===== src/rtl/if_fetch_buf_if.sv =====
// Fetch-unit bundle: instruction memory port, redirect from execute and the decode-side
// head of the prefetch FIFO. The master modport is the fetch unit itself.
interface if_fetch_buf_if #(
  parameter int unsigned CPU_WIDTH = 32
);
  logic                 redirect_i;
  logic [CPU_WIDTH-1:0] redirect_pc_i;
  logic                 imem_req_o;
  logic [CPU_WIDTH-1:0] imem_addr_o;
  logic                 imem_gnt_i;
  logic                 imem_rvalid_i;
  logic [CPU_WIDTH-1:0] imem_rdata_i;
  logic                 inst_valid_o;
  logic [CPU_WIDTH-1:0] inst_o;
  logic [CPU_WIDTH-1:0] inst_pc_o;
  logic                 inst_ready_i;

  modport master (
    input  redirect_i, redirect_pc_i, imem_gnt_i, imem_rvalid_i, imem_rdata_i, inst_ready_i,
    output imem_req_o, imem_addr_o, inst_valid_o, inst_o, inst_pc_o
  );

  modport slave (
    output redirect_i, redirect_pc_i, imem_gnt_i, imem_rvalid_i, imem_rdata_i, inst_ready_i,
    input  imem_req_o, imem_addr_o, inst_valid_o, inst_o, inst_pc_o
  );
endinterface


===== src/rtl/if_fetch_buf.sv =====
// Instruction fetch unit with a small prefetch FIFO. Issues in-order reads at fetch_pc,
// tags returning data with resp_pc, and discards responses belonging to a flushed stream.
module if_fetch_buf #(
  parameter int unsigned          CPU_WIDTH = 32,
  parameter logic [CPU_WIDTH-1:0] RST_PC    = '0,
  parameter int unsigned          DEPTH     = 4
) (
  input logic            clk,
  input logic            rst_n,
  if_fetch_buf_if.master bus
);

  localparam int unsigned   PtrW     = $clog2(DEPTH);
  localparam int unsigned   CntW     = $clog2(DEPTH + 1);
  localparam logic [CntW:0] DepthLim = (CntW + 1)'(DEPTH);

  typedef enum logic [1:0] {StIdle, StFetch, StDrain} state_e;

  state_e               state_q;
  logic [CPU_WIDTH-1:0] fetch_pc_q, fetch_pc_d;
  logic [CPU_WIDTH-1:0] resp_pc_q, resp_pc_d;
  logic [CntW-1:0]      out_q, out_d;
  logic [CntW-1:0]      stale_q, stale_d;
  logic [CntW-1:0]      cnt_q, cnt_d;
  logic [PtrW-1:0]      wr_ptr_q, wr_ptr_d;
  logic [PtrW-1:0]      rd_ptr_q, rd_ptr_d;
  logic [CPU_WIDTH-1:0] inst_mem_q [DEPTH];
  logic [CPU_WIDTH-1:0] pc_mem_q   [DEPTH];

  logic          redirect_act;
  logic [CntW:0] credit_used;
  logic          gnt_fire;
  logic          push;
  logic          drop;
  logic          pop;

  // A redirect in StIdle is ignored: nothing has been fetched yet.
  assign redirect_act = bus.redirect_i && (state_q != StIdle);
  // Outstanding reads reserve FIFO slots, so a push can never meet a full FIFO.
  assign credit_used  = {1'b0, out_q} + {1'b0, cnt_q};
  assign bus.imem_req_o = (state_q == StFetch) && !bus.redirect_i && (credit_used < DepthLim);
  assign bus.imem_addr_o = fetch_pc_q;
  assign gnt_fire = bus.imem_req_o && bus.imem_gnt_i;
  assign push     = bus.imem_rvalid_i && !redirect_act && (stale_q == '0);
  assign drop     = bus.imem_rvalid_i && !redirect_act && (stale_q != '0);
  assign pop      = bus.inst_ready_i && (cnt_q != '0) && !redirect_act;

  assign bus.inst_valid_o = (cnt_q != '0);
  assign bus.inst_o       = (cnt_q != '0) ? inst_mem_q[rd_ptr_q] : '0;
  assign bus.inst_pc_o    = (cnt_q != '0) ? pc_mem_q[rd_ptr_q] : '0;

  // Next-state for PCs, read/stale counters and FIFO bookkeeping.
  always_comb begin
    fetch_pc_d = fetch_pc_q;
    resp_pc_d  = resp_pc_q;
    out_d      = out_q;
    stale_d    = stale_q;
    cnt_d      = cnt_q;
    wr_ptr_d   = wr_ptr_q;
    rd_ptr_d   = rd_ptr_q;
    if (redirect_act) begin
      // Every old-stream read still pending after this cycle becomes stale.
      fetch_pc_d = bus.redirect_pc_i;
      resp_pc_d  = bus.redirect_pc_i;
      stale_d    = out_q + stale_q - CntW'(bus.imem_rvalid_i);
      out_d      = '0;
      cnt_d      = '0;
      wr_ptr_d   = '0;
      rd_ptr_d   = '0;
    end else begin
      if (gnt_fire) fetch_pc_d = fetch_pc_q + CPU_WIDTH'(4);
      if (push) begin
        resp_pc_d = resp_pc_q + CPU_WIDTH'(4);
        wr_ptr_d  = wr_ptr_q + PtrW'(1);
      end
      if (pop)  rd_ptr_d = rd_ptr_q + PtrW'(1);
      if (drop) stale_d  = stale_q - CntW'(1);
      out_d = out_q + CntW'(gnt_fire) - CntW'(push);
      cnt_d = cnt_q + CntW'(push) - CntW'(pop);
    end
  end

  // Fetch control FSM.
  always_ff @(posedge clk or negedge rst_n) begin
    if (!rst_n) begin
      state_q <= StIdle;
    end else begin
      unique case (state_q)
        StIdle:  state_q <= StFetch;
        StFetch: if (redirect_act && (out_q != '0)) state_q <= StDrain;
        StDrain: if (stale_d == '0) state_q <= StFetch;
        default: state_q <= StIdle;
      endcase
    end
  end

  // Datapath registers.
  always_ff @(posedge clk or negedge rst_n) begin
    if (!rst_n) begin
      fetch_pc_q <= RST_PC;
      resp_pc_q  <= RST_PC;
      out_q      <= '0;
      stale_q    <= '0;
      cnt_q      <= '0;
      wr_ptr_q   <= '0;
      rd_ptr_q   <= '0;
    end else begin
      fetch_pc_q <= fetch_pc_d;
      resp_pc_q  <= resp_pc_d;
      out_q      <= out_d;
      stale_q    <= stale_d;
      cnt_q      <= cnt_d;
      wr_ptr_q   <= wr_ptr_d;
      rd_ptr_q   <= rd_ptr_d;
    end
  end

  // FIFO storage; contents are only meaningful below the count, so no reset.
  always_ff @(posedge clk) begin
    if (push) begin
      inst_mem_q[wr_ptr_q] <= bus.imem_rdata_i;
      pc_mem_q[wr_ptr_q]   <= resp_pc_q;
    end
  end

endmodule


===== src/flat_wrapper.sv =====
// flat-port wrapper written by rule: the top's interface ports become plain ports
module if_fetch_buf_flat 
#(
  parameter int unsigned          CPU_WIDTH = 32,
  parameter logic [CPU_WIDTH-1:0] RST_PC    = '0,
  parameter int unsigned          DEPTH     = 4
)
  (clk, rst_n, bus_redirect_i, bus_redirect_pc_i, bus_imem_gnt_i, bus_imem_rvalid_i, bus_imem_rdata_i, bus_inst_ready_i, bus_imem_req_o, bus_imem_addr_o, bus_inst_valid_o, bus_inst_o, bus_inst_pc_o);
  if_fetch_buf_if #(.CPU_WIDTH(CPU_WIDTH)) bus_i ();
  input logic clk;
  input logic rst_n;
  input wire logic [$bits(bus_i.redirect_i)-1:0] bus_redirect_i;
  input wire logic [$bits(bus_i.redirect_pc_i)-1:0] bus_redirect_pc_i;
  input wire logic [$bits(bus_i.imem_gnt_i)-1:0] bus_imem_gnt_i;
  input wire logic [$bits(bus_i.imem_rvalid_i)-1:0] bus_imem_rvalid_i;
  input wire logic [$bits(bus_i.imem_rdata_i)-1:0] bus_imem_rdata_i;
  input wire logic [$bits(bus_i.inst_ready_i)-1:0] bus_inst_ready_i;
  output wire logic [$bits(bus_i.imem_req_o)-1:0] bus_imem_req_o;
  output wire logic [$bits(bus_i.imem_addr_o)-1:0] bus_imem_addr_o;
  output wire logic [$bits(bus_i.inst_valid_o)-1:0] bus_inst_valid_o;
  output wire logic [$bits(bus_i.inst_o)-1:0] bus_inst_o;
  output wire logic [$bits(bus_i.inst_pc_o)-1:0] bus_inst_pc_o;
  assign bus_i.redirect_i = bus_redirect_i;
  assign bus_i.redirect_pc_i = bus_redirect_pc_i;
  assign bus_i.imem_gnt_i = bus_imem_gnt_i;
  assign bus_i.imem_rvalid_i = bus_imem_rvalid_i;
  assign bus_i.imem_rdata_i = bus_imem_rdata_i;
  assign bus_i.inst_ready_i = bus_inst_ready_i;
  assign bus_imem_req_o = bus_i.imem_req_o;
  assign bus_imem_addr_o = bus_i.imem_addr_o;
  assign bus_inst_valid_o = bus_i.inst_valid_o;
  assign bus_inst_o = bus_i.inst_o;
  assign bus_inst_pc_o = bus_i.inst_pc_o;
  if_fetch_buf #(.CPU_WIDTH(CPU_WIDTH), .RST_PC(RST_PC), .DEPTH(DEPTH)) u_core (.clk(clk), .rst_n(rst_n), .bus(bus_i));
endmodule

===== config.mk =====
export PLATFORM = sky130hd
export DESIGN_NAME = if_fetch_buf_flat
export DESIGN_NICKNAME = d
export VERILOG_FILES = /design/src/rtl/if_fetch_buf_if.sv /design/src/rtl/if_fetch_buf.sv /design/src/flat_wrapper.sv
export SDC_FILE = /design/constraint.sdc
export NUM_CORES = 1
export LEC_CHECK = 0
export ABC_AREA = 1
export CELL_PAD_IN_SITES_DETAIL_PLACEMENT = 0
export CELL_PAD_IN_SITES_GLOBAL_PLACEMENT = 2
export CORE_ASPECT_RATIO = 0.7
export CORE_UTILIZATION = 36
export DETAILED_ROUTE_END_ITERATION = 7
export GPL_TIMING_DRIVEN = 1
export PLACE_DENSITY = 0.84
export SYNTH_ARGS = -nofsm -noshare
export SYNTH_HDL_FRONTEND = slang
export SYNTH_SLANG_ARGS = --single-unit

===== constraint.sdc =====
create_clock -name clk -period 5.6 [get_ports clk]
set_input_delay 1.68 -clock clk [delete_from_list [all_inputs] [get_ports clk]]
set_output_delay 1.68 -clock clk [all_outputs]
set_load 0.03 [all_outputs]

==> results.toml <==
[worst_hold_path]
hp-class = "flip-flop to flip-flop"

[floorplanning]
design.die.area_um2 = 43600
coreArea_um2 = 41600
initial_core_util_pct = 37.0
die_h_um = 175
rows = 62
ios = 168
die_w_um = 249

[clocking]
clk_latency_ns = 0.53
cts.clk_slew.worst_paths_ns = 0.06
clockBufferDepth = 3
clkSinkCount = 333
htreeDepth = 2
hold_buffers = 0
cts_tree = "yes"
ctsResizeCount = 0
clockRootBuffer = "clkbuf_16"
post-cts-setup-buffer-count = 0
cts_inserted_buffers = 37

[critical_path]
arrival_ns = 3.23
path_class = "input port to output pin"
r2r_cells = 13
cp-end-kind = "output pin"
cpPeakStageDelay_ns = 0.68
crit_start = "bus_redirect_i"
slowest_stage = "clkdlybuf4s50_1"
startpoint_type = "input port"
r2r-end = "u_core.cnt_q[2]"
worst-path-buf-inv = 2
crit_chain = "clkdlybuf4s50_1 > nor2_1 > nand3_2 > nor2_4 > clkdlybuf4s50_1"
required_ns = 3.92
cp_common_cell = "clkdlybuf4s50_1"
cp-endpoint = "bus_imem_req_o"
ff2ff_setup_slack_ns = 2.68
rr_startpoint = "u_core.cnt_q[1]"
critPathMaxFanout = 3
cp.depth = 5
critPathTopFamily = "buffers and inverters"

[placement]
port_buffers = 167
dpl.hpwl_um = 25800
dpl-instance-area_um2 = 17700
place.gp.congestion = 0.838

[final_layout]
syn2layout_area_growth_pct = 22.7
fin_area_um2 = 18900
nFillCells = 3945
drive_gt1_share_pct = 8.03
antennaDiodeCount = 0
fin_nets = 1794

[grt]
grt_max_degree = 89
antenna_found_initial = 0
grt_pass1_vias = 11000
grt_pass1_wl_um = 64500
grt.total_usage_pct = 18.9
grt-ovfl-total = 0

[synth]
yosysWarnings = 0
synthDistinctLibCells = 45
yosys.area.top_type = "edfxtp_1"
synthArstFlopShare_pct = 23.1
ys_ff_latch = 333
avgSynthCellArea_um2 = 9.94
synth_top_area_share_pct = 49.9
synth.area.top_cells = "edfxtp_1 (50%), dfrtp_1 (13%), nor2_1 (9.3%)"
ys.flop_type = "edfxtp_1"
synth_cells = 1549
synth_area_um2 = 15400
synth-edff-count = 256
yosysSeqAreaShare_pct = 62.5
syn_nets = 1639

[timing]
fmax_ghz = 0.204
worst_pin_slew_ns = 0.932
slew_violations = 0
rsz0062_at_grt = "false"
setup_viol_count_final = 0
min_period_ns = 4.91
timing.final.hold_violations = 0
min_period_over_period_pct = 87.7
fin_skew_ns = 0.0167
final.setup.tns_ns = 0
slew-limit-headroom_pct = 37.9

[power_and_ir_drop]
power_frac_comb_pct = 43.8
power_density_nw_per_um2 = 576
finalPower_mw = 10.9
intPower_mw = 6.27
clkPwrFrac_pct = 22.7
irDropWorstVdd_mv = 0.317
netSwitchingFraction_pct = 42.3
p_leak_nw = 6.91
power.share.sequential_pct = 33.5
switchingPower_mw = 4.61

[outcome]
status = "complete, no violations"

[routing]
drtIter0Drc = 674
dr.pass1.iters = 5
vias = 11300
wirelength_um = 41200
post_drt_wl_per_cell_um = 18.1
route.detailed.drc = 0
detail-route-antenna-nets = 0
viasPerCell = 4.97

[run]
drv_cap = 0
==> layer usage <==
metal | global-route usage [%] | share of wire (%) | up-vias
li1 | - | - | 5572
met1 | 27.7 | 49 | 5460
met2 | 29.9 | 45 | 230
met3 | 2.98 | 4.3 | 41
met4 | 3.68 | 1.4 | 0
met5 | 0 | 0 | -
==> sequential cells by signal, indices dropped and copies added, names as in the netlist, 3 cells and up <==
register	count
u_core.inst_mem_q	128
u_core.pc_mem_q	128
u_core.bus.imem_addr_o	31
u_core.resp_pc_q	31
u_core.cnt_q	3
u_core.out_q	3
u_core.stale_q	3
==> kinds of logic after synthesis <==
family,count (synthesis),share of synthesized area (%)
AOI/OAI and AO/OA,285,10.1
xor gates and xnor gates,16,0.910
adders and majority gates,20,1.77
buffers and inverters,157,4.48
DFF,333,62.5
and+or+nand+nor,738,20.2
==> power groups by stage <==
stage               Combinational, mW  Clock, mW  Sequential, mW
floorplan                        2.96          0            3.67
global placement                 4.77          0            3.69
detailed placement               4.82          0            3.70
CTS                              4.83       2.52            3.65
global route                     5.23       2.60            3.71
finish                           4.77       2.47            3.65
==> through the flow <==
step / instances / setup slack, ns / hold WS, ns / util [%]
3_5_place_dp: 2209 / 0.676 / 0.567 / 42.5
3_3_place_gp: 2209 / 0.654 / 0.557 / 42.5
5_1_grt: 2275 / 0.635 / 0.620 / 45.4
4_1_cts: 2275 / 0.670 / 0.584 / 45.4
2_1_floorplan: 1549 / 0.381 / 0.498 / -
6_report: 2275 / 0.686 / 0.584 / 45.4
==> synth_stat cells, types with 4 or more instances <==
cell type,n
nor2_1,381
edfxtp_1,256
nand2_1,230
o21ai_0,143
a21oi_1,92
dfrtp_1,77
inv_1,75
nand3_1,55
buf_2,27
clkbuf_1,20
ha_1,17
nor3_1,17
a31oi_1,16
buf_1,16
xor2_1,13
a21oi_2,12
nor2_2,11
nand3b_1,10
nand4_1,8
o211ai_1,8
inv_2,7
buf_4,6
a22oi_1,4
a31oi_2,4
nand3_2,4
nor2_4,4
==> area by class of cell <==
class	instances	area (um^2)	share of cell area, %
multi-input combinational	1059	5130	27.2
clock buffer	41	962	5.09
timing repair buffer	189	1910	10.1
inverter	84	325	1.72
sequential	333	9620	50.9
clock inverter	25	255	1.35
tap	544	681	3.60
==> layout by cell type, fill, tap and decap left out, drive strengths merged, types with 4 or more instances in the layout <==
cell type,netlist,final
a21oi,104,104
nand3,61,61
clkdlybuf4s50,0,166
nor3,19,19
bufinv,0,5
dfrtp,77,77
edfxtp,256,256
a22oi,4,4
nand2,233,233
xor2,13,13
a31oi,20,20
o21ai,147,147
o211ai,8,8
nor2,398,398
nand4,8,8
clkinv,1,18
nand3b,10,10
ha,17,17
clkbuf,20,41
buf,53,23
inv,83,84
==> how the worst min path moves through the flow <==
stage	start	slack (ns)	endpoint	cells past startpoint
after floorplan	u_core.bus.imem_addr_o[0]	0.50	u_core.pc_mem_q[0][0]	0
after global placement	u_core.resp_pc_q[31]	0.56	u_core.pc_mem_q[2][31]	0
after detailed placement	u_core.resp_pc_q[31]	0.57	u_core.pc_mem_q[3][31]	0
after CTS	u_core.resp_pc_q[31]	0.58	u_core.pc_mem_q[0][31]	0
after global routing	u_core.resp_pc_q[31]	0.62	u_core.pc_mem_q[0][31]	0
final	u_core.resp_pc_q[31]	0.58	u_core.pc_mem_q[0][31]	0
No activity file was read; power rests on OpenSTA's default activity.
